**src/rtl/fifo_wr_arb_pkg.sv**
```systemverilog
// Shared definitions for the FIFO write-port arbiter: FSM state encoding,
// beat counter width and a small id-width helper.
package fifo_wr_arb_pkg;

    // Arbiter FSM states. IDLE arbitrates, BURST streams the owner's beats.
    typedef enum logic {
        IDLE  = 1'b0,
        BURST = 1'b1
    } state_t;

    // Width of the per-burst beat counter. The counter holds 0..MAX_BURST-1,
    // so MAX_BURST up to 256 fits without overflow.
    localparam int CNT_W = 8;

    // Index width for n requesters. Never narrower than one bit.
    function automatic int id_width(input int n);
        return (n > 1) ? $clog2(n) : 1;
    endfunction

endpackage : fifo_wr_arb_pkg

```
**src/rtl/fifo_wr_arb_rr_pick.sv**
```systemverilog
// Combinational round-robin picker. The search starts one slot after the
// previous owner and wraps modulo N; the first asserted request wins.
module rr_pick
    import fifo_wr_arb_pkg::*;
#(
    parameter int N = 4
) (
    input  logic [N-1:0]           req_vec_i,
    input  logic [id_width(N)-1:0] last_owner_i,
    output logic [id_width(N)-1:0] winner_o,
    output logic                   any_o
);

    localparam int IDW = id_width(N);

    // Walk the offsets from farthest to nearest so the nearest valid
    // requester after last_owner_i is the final (winning) assignment.
    always_comb begin
        int idx;
        idx      = 0;
        winner_o = '0;
        any_o    = 1'b0;
        for (int k = N; k >= 1; k--) begin
            idx = (int'(last_owner_i) + k) % N;
            if (req_vec_i[idx[IDW-1:0]]) begin
                winner_o = idx[IDW-1:0];
                any_o    = 1'b1;
            end
        end
    end

endmodule : rr_pick

```
**src/rtl/fifo_wr_arb.sv**
```systemverilog
// Round-robin arbiter that funnels bursts from NUM_REQ requesters into the
// write port of a single synchronous FIFO. One requester owns the port for a
// whole burst; a burst ends on its last-marked beat or after MAX_BURST beats.
//
// Handshake: a beat moves on a rising clk edge where valid and ready are both
// high. During BURST the owner's valid/data pass straight through to
// wr_valid/wr_din, and the FIFO's wr_ready passes straight back to the owner's
// req_ready; every other requester sees ready low and keeps its beat.
//
// The FSM has two states and busy is the state register itself, so busy is
// the observable state for checkers (busy=0 IDLE, busy=1 BURST).
module fifo_wr_arb
    import fifo_wr_arb_pkg::*;
#(
    parameter int NUM_REQ    = 4,
    parameter int DATA_WIDTH = 8,
    parameter int MAX_BURST  = 16
) (
    input  logic                          clk,
    input  logic                          rst,
    input  logic [NUM_REQ-1:0]            req_valid,
    input  logic [NUM_REQ*DATA_WIDTH-1:0] req_data,
    input  logic [NUM_REQ-1:0]            req_last,
    output logic [NUM_REQ-1:0]            req_ready,
    output logic                          wr_valid,
    output logic [DATA_WIDTH-1:0]         wr_din,
    input  logic                          wr_ready,
    output logic [$clog2(NUM_REQ)-1:0]    grant_id,
    output logic                          busy
);

    localparam int IDW = $clog2(NUM_REQ);

    // Counter value seen on the beat that completes a maximum-length burst.
    localparam logic [CNT_W-1:0] LAST_CNT = CNT_W'(MAX_BURST - 1);

    // After reset the previous owner is the highest index, so requester 0
    // is searched first.
    localparam logic [IDW-1:0] LAST_RST = IDW'(NUM_REQ - 1);

    state_t           state_q, state_d;
    logic [IDW-1:0]   grant_q, grant_d;
    logic [IDW-1:0]   last_q, last_d;
    logic [CNT_W-1:0] cnt_q, cnt_d;

    logic [IDW-1:0]        pick_id;
    logic                  pick_any;
    logic                  owner_valid;
    logic                  owner_last;
    logic [DATA_WIDTH-1:0] owner_data;
    logic                  xfer;
    logic                  burst_end;

    rr_pick #(
        .N (NUM_REQ)
    ) u_rr_pick (
        .req_vec_i    (req_valid),
        .last_owner_i (last_q),
        .winner_o     (pick_id),
        .any_o        (pick_any)
    );

    // Select the current owner's valid, last marker and data beat.
    always_comb begin
        owner_valid = req_valid[grant_q];
        owner_last  = req_last[grant_q];
        owner_data  = req_data[int'(grant_q) * DATA_WIDTH +: DATA_WIDTH];
    end

    // A beat moves only while bursting and both sides agree; the burst closes
    // on the last-marked beat or on the beat that completes MAX_BURST.
    always_comb begin
        xfer      = (state_q == BURST) && owner_valid && wr_ready;
        burst_end = xfer && (owner_last || (cnt_q == LAST_CNT));
    end

    // FSM state, owner, previous owner and beat counter registers.
    always_ff @(posedge clk or posedge rst) begin
        if (rst) begin
            state_q <= IDLE;
            grant_q <= '0;
            last_q  <= LAST_RST;
            cnt_q   <= '0;
        end else begin
            state_q <= state_d;
            grant_q <= grant_d;
            last_q  <= last_d;
            cnt_q   <= cnt_d;
        end
    end

    // Next-state logic: arbitrate in IDLE, count beats and close in BURST.
    // An owner that drops valid or a full FIFO simply holds everything.
    always_comb begin
        state_d = state_q;
        grant_d = grant_q;
        last_d  = last_q;
        cnt_d   = cnt_q;
        unique case (state_q)
            IDLE: begin
                if (pick_any) begin
                    grant_d = pick_id;
                    cnt_d   = '0;
                    state_d = BURST;
                end
            end
            BURST: begin
                if (xfer) begin
                    cnt_d = cnt_q + 1'b1;
                    if (burst_end) begin
                        last_d  = grant_q;
                        state_d = IDLE;
                    end
                end
            end
            default: begin
                state_d = IDLE;
            end
        endcase
    end

    // Output mux: pass the owner's beat through while bursting, nothing in IDLE.
    always_comb begin
        wr_valid  = 1'b0;
        wr_din    = '0;
        req_ready = '0;
        if (state_q == BURST) begin
            wr_valid           = owner_valid;
            wr_din             = owner_data;
            req_ready[grant_q] = wr_ready;
        end
    end

    assign busy     = (state_q == BURST);
    assign grant_id = grant_q;

endmodule : fifo_wr_arb

```
**config.mk**
```make
export PLATFORM = sky130hd
export DESIGN_NAME = fifo_wr_arb
export DESIGN_NICKNAME = d
export VERILOG_FILES = /design/src/rtl/fifo_wr_arb_pkg.sv /design/src/rtl/fifo_wr_arb_rr_pick.sv /design/src/rtl/fifo_wr_arb.sv
export SDC_FILE = /design/constraint.sdc
export NUM_CORES = 1
export LEC_CHECK = 0
export ABC_AREA = 0
export CAP_MARGIN = 10
export CORE_MARGIN = 5
export CORE_UTILIZATION = 39
export DETAILED_ROUTE_END_ITERATION = 7
export DONT_BUFFER_PORTS = 1
export PLACE_DENSITY_LB_ADDON = 0.08
export REMOVE_ABC_BUFFERS = 1
export SETUP_SLACK_MARGIN = 0.1
export SKIP_CTS_REPAIR_TIMING = 1
export SYNTH_ARGS = -nofsm -noshare
export SYNTH_HDL_FRONTEND = slang
export SYNTH_SLANG_ARGS = --single-unit
```
**constraint.sdc**
```tcl
create_clock -name clk -period 2.52 [get_ports clk]
set_clock_uncertainty 0.2 [all_clocks]
set_input_delay 0.252 -clock clk [delete_from_list [all_inputs] [get_ports clk]]
set_output_delay 0.252 -clock clk [all_outputs]
set_load 0.01 [all_outputs]
```
Word level (Yosys, flattened, before mapping)
Cells that the tools add are included.
{"block": "totals", "in_bits": 43, "out_inout_bits": 16, "ff_bits": 13, "word_cells": 61}
{"block": "op_classes", "addsub": 5, "n_eq_ne": 3, "bitwise_logic": 2, "reduce_logical": 8, "n_shift": 1, "magnitude_cmp": 6, "mux": 32}
{"operator": "$shiftx 32x6->8", "n": 1}
{"operator": "$mux 8", "n": 3}
{"operator": "$pmux 8 s2", "n": 1}
{"operator": "$lt 2x3->1 const B", "n": 5}
{"operator": "$mux 1", "n": 15}
{"operator": "$bmux 1 s2", "n": 6}
{"operator": "$add 8x1->8 const B", "n": 1}
{"operator": "$eq 8x4->1 const B", "n": 1}
{"operator": "$mux 2", "n": 4}
{"operator": "$add 2x1->2 const B", "n": 2}
{"operator": "$add 2x2->2 const B", "n": 2}
{"operator": "$and 4x4->4", "n": 1}
{"operator": "$logic_and 1x1->1", "n": 4}
{"operator": "$mux 4", "n": 1}
{"operator": "$reduce_and 2->1", "n": 2}
{"operator": "$reduce_and 3->1", "n": 1}
{"operator": "$demux 1 s2", "n": 1}
{"operator": "$ge 2x1->1 const B", "n": 1}
{"operator": "$ne 2x1->1 const B", "n": 1}
{"operator": "$ne 2x2->1 const B", "n": 1}
{"operator": "$pmux 1 s2", "n": 1}
{"operator": "$logic_or 1x1->1", "n": 1}
{"operator": "$not 1->1", "n": 1}

Longest topological paths before layout
{"block": "logic_depth", "ltp_word": 9, "depth_mapped": 5, "mapped_depth_nobuf": 5}

Hierarchy
A second synthesis with hierarchy kept.
{"block": "hier_totals", "cells_unflattened": 101, "hier_area_um2": 1061.0}
{"mod": "fifo_wr_arb", "instances": 1, "seq_area_each_um2": 327.8, "area_per_inst_um2": 969.7, "cells_per_inst": 87}
{"mod": "rr_pick", "instances": 1, "seq_area_each_um2": 0.0, "area_per_inst_um2": 91.3, "cells_per_inst": 14}

Worst setup path before layout
No wires, ideal clock.
{"block": "synth_path", "path_kind": "register to output", "start": "register grant_q[0], in the netlist grant_id[0]", "end": "output wr_din[3]", "n_path_buf": 2, "slack_ns": 0.615, "arrival_time_ns": 1.453, "stages_incl_launch_ff": 5, "path_cell_list": "dfrtp_1 -> buf_6 -> buf_2 -> mux4_2 -> and2_1"}
{"block": "synth_via", "elab_chain_cells": 2}
{"element": "from (decl)", "line": "fifo_wr_arb.sv:42", "source": "logic [IDW-1:0] grant_q, grant_d;"}
{"element": "from (signal assigned)", "line": "fifo_wr_arb.sv:86", "source": "grant_q <= grant_d;"}
{"element": "$shiftx 32x6->8", "line": "fifo_wr_arb.sv:67", "source": "owner_data = req_data[int'(grant_q) * DATA_WIDTH +: DATA_WIDTH];"}
{"element": "$mux 8", "line": "fifo_wr_arb.sv:127", "source": "if (state_q == BURST) begin"}
{"element": "to (decl)", "line": "fifo_wr_arb.sv:26", "source": "output logic [DATA_WIDTH-1:0] wr_din,"}
Every way passes these cells.

Final worst setup path
{"block": "layout_path", "start": "register grant_q[0], in the netlist grant_id[0]", "end": "output wr_din[0]"}
The elaborated chain is that of the path after synthesis.

==> results by group <==
Floorplan
  • Die height: 61.5 µm
  • Chip Width: approximately 60 µm
  • Die outline area: between 3000 and 4000 µm²
  • IO Pins: just under 60
  • Core outline area: between 2000 and 2500 µm²
  • Rows: 18
  • Starting Density: around two fifths

Clock network
  • Worst skew pair latency: 0.27 ns
  • CTS max path bufs: 2
  • Clk slew on worst S/H paths: roughly 0.080 ns
  • CTS Buf Count: 3
  • Clock sink count: 13
  • CTS tree: done
  • Clock Root Buffer: clkbuf_4
  • CTS H-tree lvls: 1

Yosys
  • Sequential fraction of the synthesis area: 31.7%
  • Post-synth cell types: 36
  • Synth top area share: a little over a quarter
  • Synth Flop Type: dfrtp_1
  • Cells after synthesis: 101
  • Commonest cells in the synthesized netlist: nor2_1 (12), and2_1 (11), dfrtp_1 (11)
  • Area of the mapped netlist: about 1000 µm²
  • EDFF count, synth: 0
  • Yosys top cell by area: dfrtp_1
  • Yosys warning count: 0
  • Synth area leaders: dfrtp_1 (27%), mux4_2 (20%), and2_1 (6.7%), dfstp_2 (5.1%), nor2_1 (4.4%)
  • FF+latch count, synth: 13
  • Most frequent cell after synthesis: nor2_1
  • Synth Area per Inst: just over 10 µm²
  • Ys async rst share: between 90% and 100%

Worst setup path
  • Startpoint Class: flip-flop
  • Slowest cell on the critical path: mux4_1
  • Worst-path fanout max: 13
  • Crit path kind: flip-flop to output port
  • CP peak stage delay: about 0.56 ns
  • Reg2reg path depth: 4
  • Critical-path cell list: buf_4 > mux4_1 > and2_1
  • Crit end category: output port
  • Worst Path Required: between 2 and 2.5 ns
  • Worst Path Arrival: about 1.8 ns

Placement
  • Placed Area: around 1100 µm²
  • PortBufs: 0
  • Detail Placement HPWL: around 2000 µm
  • Placer Congestion: just under 0.8

Final layout
  • Layout Nets: about 150
  • Fillcell total: roughly 230
  • N_diodes: 0
  • P&R area growth vs syn: 6.05%
  • Layout cell share with drive strength beyond 1: a little over a fifth
  • Final instance area: 1100 µm²

Timing
  • Max transition margin: about three fifths
  • Endpoints failing setup: 0
  • Final hold vios: 0
  • Worst Max-Slew Pin Slew: approximately 0.59 ns
  • Final period util: between 80% and 90%
  • Min cycle time layout: ~2.2 ns
  • RSZ-0062 raised after global routing: false
  • Setup TNS: 0 ns
  • Max Clock Freq: about 450 MHz
  • Fin. max-slew vios: 0

Global routing
  • First-pass GRT wire length: 4000 µm
  • Overall global routing resource usage: roughly 14%
  • Largest net degree at the start of global routing: 16
  • Initial antenna violation count: 0
  • Grt ovf: 0
  • Number of global-route vias before repair: approximately 780

Route
  • DRT Pass-1 Iters: 4
  • Initial drt markers: between 50 and 60
  • ANT nets after route: 0
  • WL final: 2410 µm
  • Residual DRC count: 0
  • Via count: around 780
  • Drt wl/cell: 18.1 µm
  • Drt via density: between 5 and 6

Run
  • Max cap viols: 0

Hold path
  • Hold path cells: 2
  • Min-delay worst type: primary input to flip-flop

Power
  • Maximum VDD drop: approximately 0.57 mV
  • Leakage: 0.000456 µW
  • PwrDens: about 970 nW/µm²

Run status
  • Outcome: complete, no violations
[kinds of logic (layout without fill, tap and decap cells)]
family / after synthesis / count (layout) / share of synthesized area (%)
multiplexers: 13 / 13 / 26.0
buffers and inverters: 7 / 9 / 3.63
AO/OA/AOI/OAI: 12 / 12 / 7.26
flip-flops: 13 / 13 / 31.7
adder cells (fa/ha/maj): 1 / 1 / 1.21
AND/OR/NAND/NOR: 51 / 51 / 26.8
XOR/XNOR: 4 / 4 / 3.39
[state kept, by name, summed over array words and instances, names as in the netlist]
| register | count |
|---|---|
| last_q | 2 |
| busy | 1 |
| grant_id | 2 |
| cnt_q | 8 |
[final cells by class]
class / instances / area, µm² / share of cell area [%]
Clock buffer: 4 / 26.3 / 2.39
Inverter: 1 / 3.75 / 0.342
Multi-Input combinational cell: 81 / 669 / 61.0
Sequential cell: 13 / 328 / 29.9
Tap cell: 30 / 37.5 / 3.42
Timing Repair Buffer: 4 / 32.5 / 2.96
[power by group]
group	leakage, µW	internal, µW	total, µW	switching, µW
Combinational	0.000276	286	606	320
Clock	0.0000150	61.3	130	68.3
Sequential	0.000164	271	329	57.8
[per-layer routing]
| metal | share of wire (%) | global-route usage [%] | vias to the layer above |
|---|---|---|---|
| li1 | - | - | 377 |
| met1 | 42 | 18.9 | 384 |
| met2 | 52 | 23.6 | 18 |
| met3 | 6.4 | 3.77 | 2 |
| met4 | 0.46 | 1.82 | 0 |
| met5 | 0 | 0 | - |
[placed cells by master (no fill, tap or decap), types with 2 or more instances in the layout]
cell type,Yosys,layout
a21oi_1,3,3
and2_1,11,11
and3_1,3,3
and4_1,2,2
buf_4,0,3
clkbuf_4,0,3
dfrtp_1,11,11
dfstp_2,2,2
mux2_4,2,2
mux4_2,9,9
nand2_1,7,7
nand2b_1,2,2
nand3_1,3,3
nand4_1,3,3
nor2_1,12,12
nor2b_1,2,2
o21ai_0,4,4
xor2_1,4,4
[worst paths after layout]
kind / start / endpoint / slack (ns)
worst max-delay path: grant_id[0] / wr_din[0] / 0.29
worst min-delay path: req_valid[2] / grant_id[0] / 0.04
worst max register to register: grant_id[0] / last_q[1] / 0.65
worst min register to register: cnt_q[2] / cnt_q[2] / 0.33
max in group asynchronous: rst / last_q[1] / 1.53
min in group asynchronous: rst / cnt_q[7] / 0.24
[per-stage QoR]
stage / instances / setup WS, ns / utilization (%) / power, µW / hold WS, ns
floorplan: 95 / 0.351 / - / 817 / -0.0725
global route: 133 / 0.125 / 43.9 / 1170 / 0.0589
CTS: 132 / 0.250 / 43.5 / 1090 / -0.291
finish: 133 / 0.289 / 43.9 / 1060 / 0.0407
global placement: 128 / 0.578 / 42.4 / 940 / 0.00423
detailed placement: 128 / 0.569 / 42.4 / 951 / 0.0157
[critical path, delay by kind of cell, from the launching register on]
| family | cells | cell delay [ns] |
|---|---|---|
| flops | 1 | 0.46 |
| buf+inv | 1 | 0.28 |
| mux | 1 | 0.56 |
| simple gates | 1 | 0.20 |
No activity file was read; power rests on OpenSTA's default activity.
